`config.mk`:
```
export PLATFORM = sky130hd
export DESIGN_NAME = ws2812_frame_sequencer
export DESIGN_NICKNAME = d
export VERILOG_FILES = /design/src/rtl/ws2812_frame_sequencer.sv
export SDC_FILE = /design/constraint.sdc
export NUM_CORES = 1
export LEC_CHECK = 0
export ABC_AREA = 1
export CAP_MARGIN = 20
export CORE_ASPECT_RATIO = 1.2
export CORE_MARGIN = 10
export CORE_UTILIZATION = 60
export DETAILED_ROUTE_END_ITERATION = 10
export DONT_BUFFER_PORTS = 1
export PLACE_DENSITY_LB_ADDON = 0.2
export SYNTH_ARGS = -nofsm -noshare
export SYNTH_HDL_FRONTEND = slang
export SYNTH_SLANG_ARGS = --single-unit
export TNS_END_PERCENT = 100
```
`constraint.sdc`:
```
create_clock -name clk -period 5.9 [get_ports clk]
set_input_delay 1.18 -clock clk [delete_from_list [all_inputs] [get_ports clk]]
set_output_delay 1.18 -clock clk [all_outputs]
set_load 0.005 [all_outputs]
```
`src/rtl/ws2812_frame_sequencer.sv`:
```
// ws2812_frame_sequencer
// Buffers 24-bit GRB pixel words in a small FIFO and serialises them MSB-first
// onto the WS2812 data line. Each bit has programmable high and total times.
// A latch (reset) gap of low line is inserted at frame boundaries. If the FIFO
// runs dry mid-frame, a low gap is held until either more pixels arrive or the
// gap grows long enough to latch the frame.
module ws2812_frame_sequencer #(
  parameter int T0H_CYC    = 18,
  parameter int T1H_CYC    = 35,
  parameter int TBIT_CYC   = 63,
  parameter int RESET_CYC  = 2600,
  parameter int FIFO_DEPTH = 4
) (
  input  logic        clk,
  input  logic        rst_n,
  input  logic [23:0] pix_data,
  input  logic        pix_valid,
  output logic        pix_ready,
  input  logic        frame_end,
  output logic        ws_out,
  output logic        busy,
  output logic        latch_done,
  output logic        underrun
);

  localparam int PTR_W = (FIFO_DEPTH > 1) ? $clog2(FIFO_DEPTH) : 1;
  localparam int CNT_W = $clog2(FIFO_DEPTH + 1);
  localparam int CYC_W = $clog2(TBIT_CYC);
  localparam int GAP_W = $clog2(RESET_CYC + 1);

  localparam logic [CNT_W-1:0] FULL_CNT   = CNT_W'(FIFO_DEPTH);
  localparam logic [CYC_W-1:0] T0_LAST    = CYC_W'(T0H_CYC - 1);
  localparam logic [CYC_W-1:0] T1_LAST    = CYC_W'(T1H_CYC - 1);
  localparam logic [CYC_W-1:0] TBIT_LAST  = CYC_W'(TBIT_CYC - 1);
  localparam logic [GAP_W-1:0] RESET_LAST = GAP_W'(RESET_CYC - 1);

  typedef enum logic [1:0] {
    ST_IDLE,
    ST_SEND,
    ST_GAP,
    ST_RESET
  } state_t;

  // Pixel FIFO storage and bookkeeping
  logic [23:0]      fifo_mem [FIFO_DEPTH];
  logic [PTR_W-1:0] wr_ptr_reg;
  logic [PTR_W-1:0] rd_ptr_reg;
  logic [CNT_W-1:0] count_reg;
  logic             push;
  logic             pop;
  logic             fifo_nonempty;
  logic [23:0]      head_word;

  // Serialiser state
  state_t           state_reg;
  logic [23:0]      shift_reg;
  logic [4:0]       bit_idx_reg;
  logic [CYC_W-1:0] cyc_reg;
  logic [GAP_W-1:0] gap_cnt_reg;
  logic             ws_out_reg;
  logic             latch_done_reg;
  logic             underrun_reg;
  logic             end_pending_reg;
  logic             frame_active_reg;

  logic             last_bit;
  logic [CYC_W-1:0] thigh_last;

  assign fifo_nonempty = (count_reg != '0);
  assign pix_ready     = (count_reg != FULL_CNT);
  assign push          = pix_valid && pix_ready;
  assign head_word     = fifo_mem[rd_ptr_reg];

  assign last_bit   = (bit_idx_reg == 5'd0) && (cyc_reg == TBIT_LAST);
  // The bit on the wire is always the MSB of the shifter.
  assign thigh_last = shift_reg[23] ? T1_LAST : T0_LAST;

  assign ws_out     = ws_out_reg;
  assign latch_done = latch_done_reg;
  assign underrun   = underrun_reg;
  assign busy       = (state_reg != ST_IDLE) || fifo_nonempty;

  // Pop request: taken only on a registered non-empty FIFO, so a simultaneous
  // push can never be popped in the same cycle it is written.
  always_comb begin
    pop = 1'b0;
    case (state_reg)
      ST_IDLE: pop = fifo_nonempty;
      ST_SEND: pop = last_bit && fifo_nonempty;
      ST_GAP:  pop = fifo_nonempty;
      default: pop = 1'b0;
    endcase
  end

  // FIFO data write; storage needs no reset since count gates every read.
  always_ff @(posedge clk) begin
    if (push) begin
      fifo_mem[wr_ptr_reg] <= pix_data;
    end
  end

  // FIFO pointers and occupancy; pointers wrap naturally at the power-of-2 depth.
  always_ff @(posedge clk) begin
    if (!rst_n) begin
      wr_ptr_reg <= '0;
      rd_ptr_reg <= '0;
      count_reg  <= '0;
    end else begin
      if (push) begin
        wr_ptr_reg <= wr_ptr_reg + PTR_W'(1);
      end
      if (pop) begin
        rd_ptr_reg <= rd_ptr_reg + PTR_W'(1);
      end
      case ({push, pop})
        2'b10:   count_reg <= count_reg + CNT_W'(1);
        2'b01:   count_reg <= count_reg - CNT_W'(1);
        default: count_reg <= count_reg;
      endcase
    end
  end

  // Frame sequencer: bit timing, frame boundary tracking and latch gap.
  always_ff @(posedge clk) begin
    if (!rst_n) begin
      state_reg        <= ST_IDLE;
      shift_reg        <= '0;
      bit_idx_reg      <= '0;
      cyc_reg          <= '0;
      gap_cnt_reg      <= '0;
      ws_out_reg       <= 1'b0;
      latch_done_reg   <= 1'b0;
      underrun_reg     <= 1'b0;
      end_pending_reg  <= 1'b0;
      frame_active_reg <= 1'b0;
    end else begin
      latch_done_reg <= 1'b0;
      underrun_reg   <= 1'b0;

      // A frame_end only means something once a frame has content; the
      // latch completion below overrides it when both land together.
      if (frame_end && (frame_active_reg || fifo_nonempty || push)) begin
        end_pending_reg <= 1'b1;
      end

      case (state_reg)
        ST_IDLE: begin
          if (fifo_nonempty) begin
            shift_reg        <= head_word;
            bit_idx_reg      <= 5'd23;
            cyc_reg          <= '0;
            ws_out_reg       <= 1'b1;
            frame_active_reg <= 1'b1;
            state_reg        <= ST_SEND;
          end
        end

        ST_SEND: begin
          if (cyc_reg == TBIT_LAST) begin
            if (bit_idx_reg != 5'd0) begin
              shift_reg   <= {shift_reg[22:0], 1'b0};
              bit_idx_reg <= bit_idx_reg - 5'd1;
              cyc_reg     <= '0;
              ws_out_reg  <= 1'b1;
            end else if (fifo_nonempty) begin
              // Next pixel follows with no gap.
              shift_reg   <= head_word;
              bit_idx_reg <= 5'd23;
              cyc_reg     <= '0;
              ws_out_reg  <= 1'b1;
            end else if (end_pending_reg) begin
              gap_cnt_reg <= '0;
              ws_out_reg  <= 1'b0;
              state_reg   <= ST_RESET;
            end else begin
              gap_cnt_reg  <= '0;
              ws_out_reg   <= 1'b0;
              underrun_reg <= 1'b1;
              state_reg    <= ST_GAP;
            end
          end else begin
            // Line stays high while the next cycle index is below THIGH.
            cyc_reg    <= cyc_reg + CYC_W'(1);
            ws_out_reg <= (cyc_reg < thigh_last);
          end
        end

        ST_GAP: begin
          ws_out_reg <= 1'b0;
          if (fifo_nonempty) begin
            shift_reg   <= head_word;
            bit_idx_reg <= 5'd23;
            cyc_reg     <= '0;
            ws_out_reg  <= 1'b1;
            state_reg   <= ST_SEND;
          end else if (gap_cnt_reg == RESET_LAST) begin
            latch_done_reg   <= 1'b1;
            end_pending_reg  <= 1'b0;
            frame_active_reg <= 1'b0;
            state_reg        <= ST_IDLE;
          end else begin
            // The gap already spent counts toward the latch time.
            gap_cnt_reg <= gap_cnt_reg + GAP_W'(1);
            if (end_pending_reg) begin
              state_reg <= ST_RESET;
            end
          end
        end

        ST_RESET: begin
          ws_out_reg <= 1'b0;
          if (gap_cnt_reg == RESET_LAST) begin
            latch_done_reg   <= 1'b1;
            end_pending_reg  <= 1'b0;
            frame_active_reg <= 1'b0;
            state_reg        <= ST_IDLE;
          end else begin
            gap_cnt_reg <= gap_cnt_reg + GAP_W'(1);
          end
        end

        default: begin
          state_reg <= ST_IDLE;
        end
      endcase
    end
  end

endmodule

```
### After elaboration in Yosys (flattened, before gate mapping)

Memory sizes are Yosys's and may differ from the RTL's. A register that Yosys moved wholly into a read port is not among the register bits.
Index checks and enable logic that the tools add are counted.

* add/sub/neg operators: 7
* multiply operators: 0
* div/mod/pow operators: 0
* $lt $le $gt $ge: 1
* equal/unequal tests: 15
* shift operators: 0
* multiplexer cells: 51
* bitwise logic cells: 3
* reduce and logical (&&, ||, !) cells: 22

Operators by type and width (count)
* 2-to-1 mux 24 bit: 3
* 2-to-1 mux 12 bit: 5
* one-hot mux 24 bit (2 select lines): 1
* one-hot mux 12 bit (3 select lines): 1
* 2-to-1 mux 6 bit: 4
* 2-to-1 mux 2 bit: 10
* 2-to-1 mux 1 bit: 15
* 2-to-1 mux 5 bit: 3
* adder 12 x 1 -> 12 bit (second input constant): 1
* equality test 12 bit (second input constant): 1
* != test 2 bit (second input constant): 6
* one-hot mux 6 bit (2 select lines): 1
* one-hot mux 5 bit (2 select lines): 1
* nonzero test 3 bit: 3
* one-hot mux 2 bit (4 select lines): 1
* adder 6 x 1 -> 6 bit (second input constant): 1
* equality test 2 bit (second input constant): 3
* equality test 6 bit (second input constant): 1
* < comparator 6 bit: 1
* one-hot mux 1 bit (2 select lines): 3
* one-hot mux 3 bit (2 select lines): 1
* AND reduction 6 bit: 1
* nonzero test 2 bit: 3
* zero test 5 bit: 1
* 19 further kinds: 28

* register bits: 61
* latch bits: 0
* RAM bits: 96
* memory bits (read-only): 0
* input bits: 28
* output and inout bits: 5
* word-level logic and storage cells: 113
* memories kept: 1

Memories
* fifo_mem: depth 4, width 24, read ports 1, clocked after memory_dff 1, wr ports 1, line 45 `logic [23:0] fifo_mem [FIFO_DEPTH];`

### Logic depth before layout (Yosys ltp)

* word-level depth: 8
* gate-level depth with buffers: 15
* mapped depth without buffers: 15

### Worst setup path after synthesis

Ideal clock, no wire load.

* path type: input to register
* from: in pix_valid
* to: mem fifo_mem[0][0], enable pin
* setup time: 0.405 ns
* arrival: 2.379 ns
* data required time: 5.495 ns
* path slack: 3.117 ns
* stages: 2
* buffers on the path: 0
* cells stage by stage: nand2_1 > nor2_1

* longest elaborated chain between the ends: 3

RTL lines
* from (decl): line 17 `input logic pix_valid,`
* logical AND 1 bit: line 71 `assign push = pix_valid && pix_ready;`
* 2-to-1 mux 1 bit: line 97 `if (push) begin`
* 2-to-1 mux 1 bit (not written as such): line 98 `fifo_mem[wr_ptr_reg] <= pix_data;`
* to (decl): line 45

Every way passes these cells.

### Final worst setup path

* from: reg cyc_reg[1]
* to: reg count_reg[2]

* longest elaborated chain between the ends: 6
* elaborated cells between the ends (all ways): 8
* classes of those cells: 3 x eq/ne; 2 x mux; 3 x reduce/logical

RTL lines
* from (decl): line 58 `logic [CYC_W-1:0] cyc_reg;`
* from (signal assigned): line 183 `cyc_reg <= cyc_reg + CYC_W'(1);`
* equality test 6 bit (*): line 74 `assign last_bit = (bit_idx_reg == 5'd0) && (cyc_reg == TBIT_LAST);`
* logical AND 1 bit (*): line 74
* logical AND 1 bit (*): line 89 `ST_SEND: pop = last_bit && fifo_nonempty;`
* one-hot mux 1 bit (2 select lines) (*): line 87 `case (state_reg)`
* via pop: line 50 `logic pop;`
* equality test 2 x 1 -> 1 bit or equality test 2 bit (tied branches): line 115 `case ({push, pop})`
* one-hot mux 3 bit (2 select lines) or nonzero test 2 bit (tied branches)
* to (signal assigned): line 116 `2'b10: count_reg <= count_reg + CNT_W'(1);`
* to (signal assigned): line 117 `2'b01: count_reg <= count_reg - CNT_W'(1);`
* to (signal assigned): line 118 `default: count_reg <= count_reg;`
* to (decl): line 48 `logic [CNT_W-1:0] count_reg;`

Mark *: on every way through the listed nets, which the timed path passes. The rest lies on a longest branch.
A chain may end at the register's enable or synchronous reset.

==> results.yml <==
run_status:
  status: "finished clean"
timing:
  fin_crit_sh_pct: 45.9
  slew_headroom_pct: 31.0
  fmaxAchievable_mhz: 369
  finClkSkew_ns: 0.00893
  hold_viol: 0
  tns_ns: 0
  rsz0062_at_grt: "false"
  post-route-min-period_ns: 2.71
  setup_violations: 0
  final_max_slew_viol_count: 0
  tightest_slew_ns: 1.03
pwr:
  max-vdd-ir-drop_mv: 0.275
  leakage_nw: 3.10
  power.density_nw_per_um2: 488
synthesis:
  synth_ff_type: "edfxtp_1"
  syn_inst: 814
  synthTopCellsByArea: "edfxtp_1, dfxtp_1, nand2_1, a21oi_1, nand3_1"
  synth_top_area_cell: "edfxtp_1"
  synthesis.nets: 856
  synth_edf_count: 96
  ys_async_sr_fraction_pct: 0
  syn-mean-instance-area_sq_um: 8.96
  yosys_warnings: 0
  synth.distinct_cells: 40
  netlist.area_leader.share_pct: 39.5
  synth-seq-cells: 159
  synth-seq-area-share_pct: 56.8
  syn_area_sq_um: 7300
cells_and_area:
  area_delta_synth_final_pct: 9.24
  n_fill_cell: 980
  final_area_sq_um: 7970
  diodes: 0
  nNetsFinal: 850
  largest_register_ffs: 96
  drive_gt1_share_pct: 10.4
worst_setup_path:
  r2r-start: "cyc_reg[1]"
  r2r_cells: 14
  critPathSlowestCell: "dfxtp_1"
  worstSetupEndpointType: "flip-flop"
  r2r_setup_slack_ns: 3.19
  start_kind: "flip-flop"
  r2r_end: "count_reg[2]"
  cp_max_fo: 15
  crit_required_ns: 6.21
  crit_arrival_ns: 3.02
  cpPeakStageDelay_ns: 0.45
  crit_chain: "ha_1, nand2_1, inv_1, nand2_1, nand2_2, nand2_2, nor2_4, ha_1, inv_1, fa_1, a21oi_1, o21ai_0, o21ai_0, a21oi_1"
  crit_type: "reg -> reg"
global_routing:
  gr-usage-met2_pct: 30.0
  grt_use_met3_pct: 5.19
  grt_pass1_vias: 5263
  grt_remaining_overflow: 0
  busiest_layer: "met2"
  grt_usage_pct: 17.5
  grt_max_degree: 50
  met1_usage_pct: 20.2
  antenna_found_initial: 0
  grt_pass1_wl_mm: 24.4
routing:
  dr.pass1.iters: 5
  drtIter0Drc: 402
  vias: 5417
  drt_wl_total_mm: 14.6
  drc: 0
  viasPerCell: 5.52
  wl_per_cell_microns: 14.9
  ant_nets: 0
cts:
  cts_tree: "yes"
  cts_root_buffer: "clkbuf_16"
  cts_hold_buf: 0
  cts_setup_buffers: 0
  cts-resized-gates: 0
  clkSlewWorstSetupHoldPaths_ns: 0.07
  cts_buffer_depth: 2
  h-tree-depth: 4
  cts_buffers: 17
  cts.sinks: 159
  insertion_delay_ns: 0.42
die:
  dieArea_sq_um: 17000
  core-area_sq_um: 12000
  start_util_pct: 60.8
  rows: 44
  die_y_microns: 141
  ios: 33
  die_w_microns: 121
place:
  finalWeightedCongestion: 0.859
  portBuffers: 0
  dp_hpwl_mm: 9.48
  placed_cell_area_sq_um: 7400
min_path:
  min_from: "frame_active_reg"
  worst_hold_path_type: "reg -> reg"
  hold_depth: 2
  whs_endpoint: "frame_active_reg"
job:
  drv_cap: 0
## logic make-up (layout without fill, tap and decap cells)
kind of cell	count (synthesis)	count (layout)	share of synthesized area, %
AND/OR/NAND/NOR	423	423	26.0
flip-flops	159	159	56.8
AO/OA/AOI/OAI	107	107	8.15
buffers and inverters	107	113	6.09
adder cells (fa/ha/maj)	14	14	2.50
XOR/XNOR	4	4	0.480
## where the power goes
part,switching [mW],internal (mW)
registers,0.0872,1.37
clock network,0.489,0.562
logic,0.967,0.417
total,1.54,2.35
## layer usage
metal | share of wire (%) | wire [microns]
met1 | 42 | 6100
met2 | 51 | 7390
met3 | 5.8 | 845
met4 | 1.9 | 281
met5 | 0 | 0
## stage by stage
stage | std cells | power [mW] | util (%) | worst slack [ns] | hold WS [ns]
6_report | 981 | 3.89 | 66.4 | 3.19 | 0.467
5_1_grt | 981 | 4.16 | 66.4 | 2.89 | 0.498
4_1_cts | 981 | 3.91 | 66.4 | 3.20 | 0.466
3_5_place_dp | 950 | 2.85 | 61.6 | 3.19 | 0.455
3_3_place_gp | 950 | 2.81 | 61.6 | 3.21 | 0.451
2_1_floorplan | 814 | 2.59 | - | 3.12 | 0.421
## worst max-delay path by stage
stage                           from        endpoint  slack [ns]  depth (start not counted)
final                     cyc_reg[1]    count_reg[2]        3.19                         14
after global routing      cyc_reg[1]    count_reg[2]        2.89                         14
after CTS                 cyc_reg[1]    count_reg[2]        3.20                         14
after detailed placement   pix_valid    count_reg[2]        3.19                          8
after global placement     pix_valid    count_reg[2]        3.21                          8
after floorplan            pix_valid  fifo_mem[0][0]        3.12                          2
## layout make-up
class | count | area [sq um] | area share (%)
clock buffers | 17 | 425 | 5.34
clock inverters | 14 | 149 | 1.87
inverters | 76 | 288 | 3.61
multi-input cells | 548 | 2720 | 34.1
flip-flops and latches | 159 | 4140 | 52.0
well taps | 161 | 201 | 2.53
repair buffers | 6 | 45.0 | 0.565
## critical path, delay by kind of cell, from the launching register on
| kind | cells | cell delay, ns |
|---|---|---|
| buf+inv | 2 | 0.15 |
| simple gates | 5 | 0.80 |
| compound gates | 4 | 0.45 |
| fa+ha+maj | 3 | 0.74 |
| flops | 1 | 0.45 |
## placed cells by master (no fill, tap or decap), drive strengths merged
cell / n
nand2: 252
edfxtp: 96
nor2: 87
inv: 84
a21oi: 69
nand3: 66
dfxtp: 63
o21ai: 20
clkbuf: 17
ha: 13
a22oi: 9
nand4: 9
buf: 6
nor3: 4
or2: 4
xor2: 3
clkinvlp: 3
clkinv: 3
o22ai: 2
o211ai: 2
a31oi: 2
o21a: 2
nor4: 1
o31ai: 1
xnor2: 1
fa: 1
## Yosys cell counts, types with 5 or more instances
cell type  instances
nand2_1          241
edfxtp_1          96
nor2_1            77
a21oi_1           68
inv_1             64
dfxtp_1           63
nand3_1           62
o21ai_0           17
clkbuf_1          14
ha_1              13
inv_2             11
a22oi_1            9
nand2_2            9
buf_2              8
nand4_1            8
buf_1              5
nor2_4             5
Power figures use the tool's default switching activity.
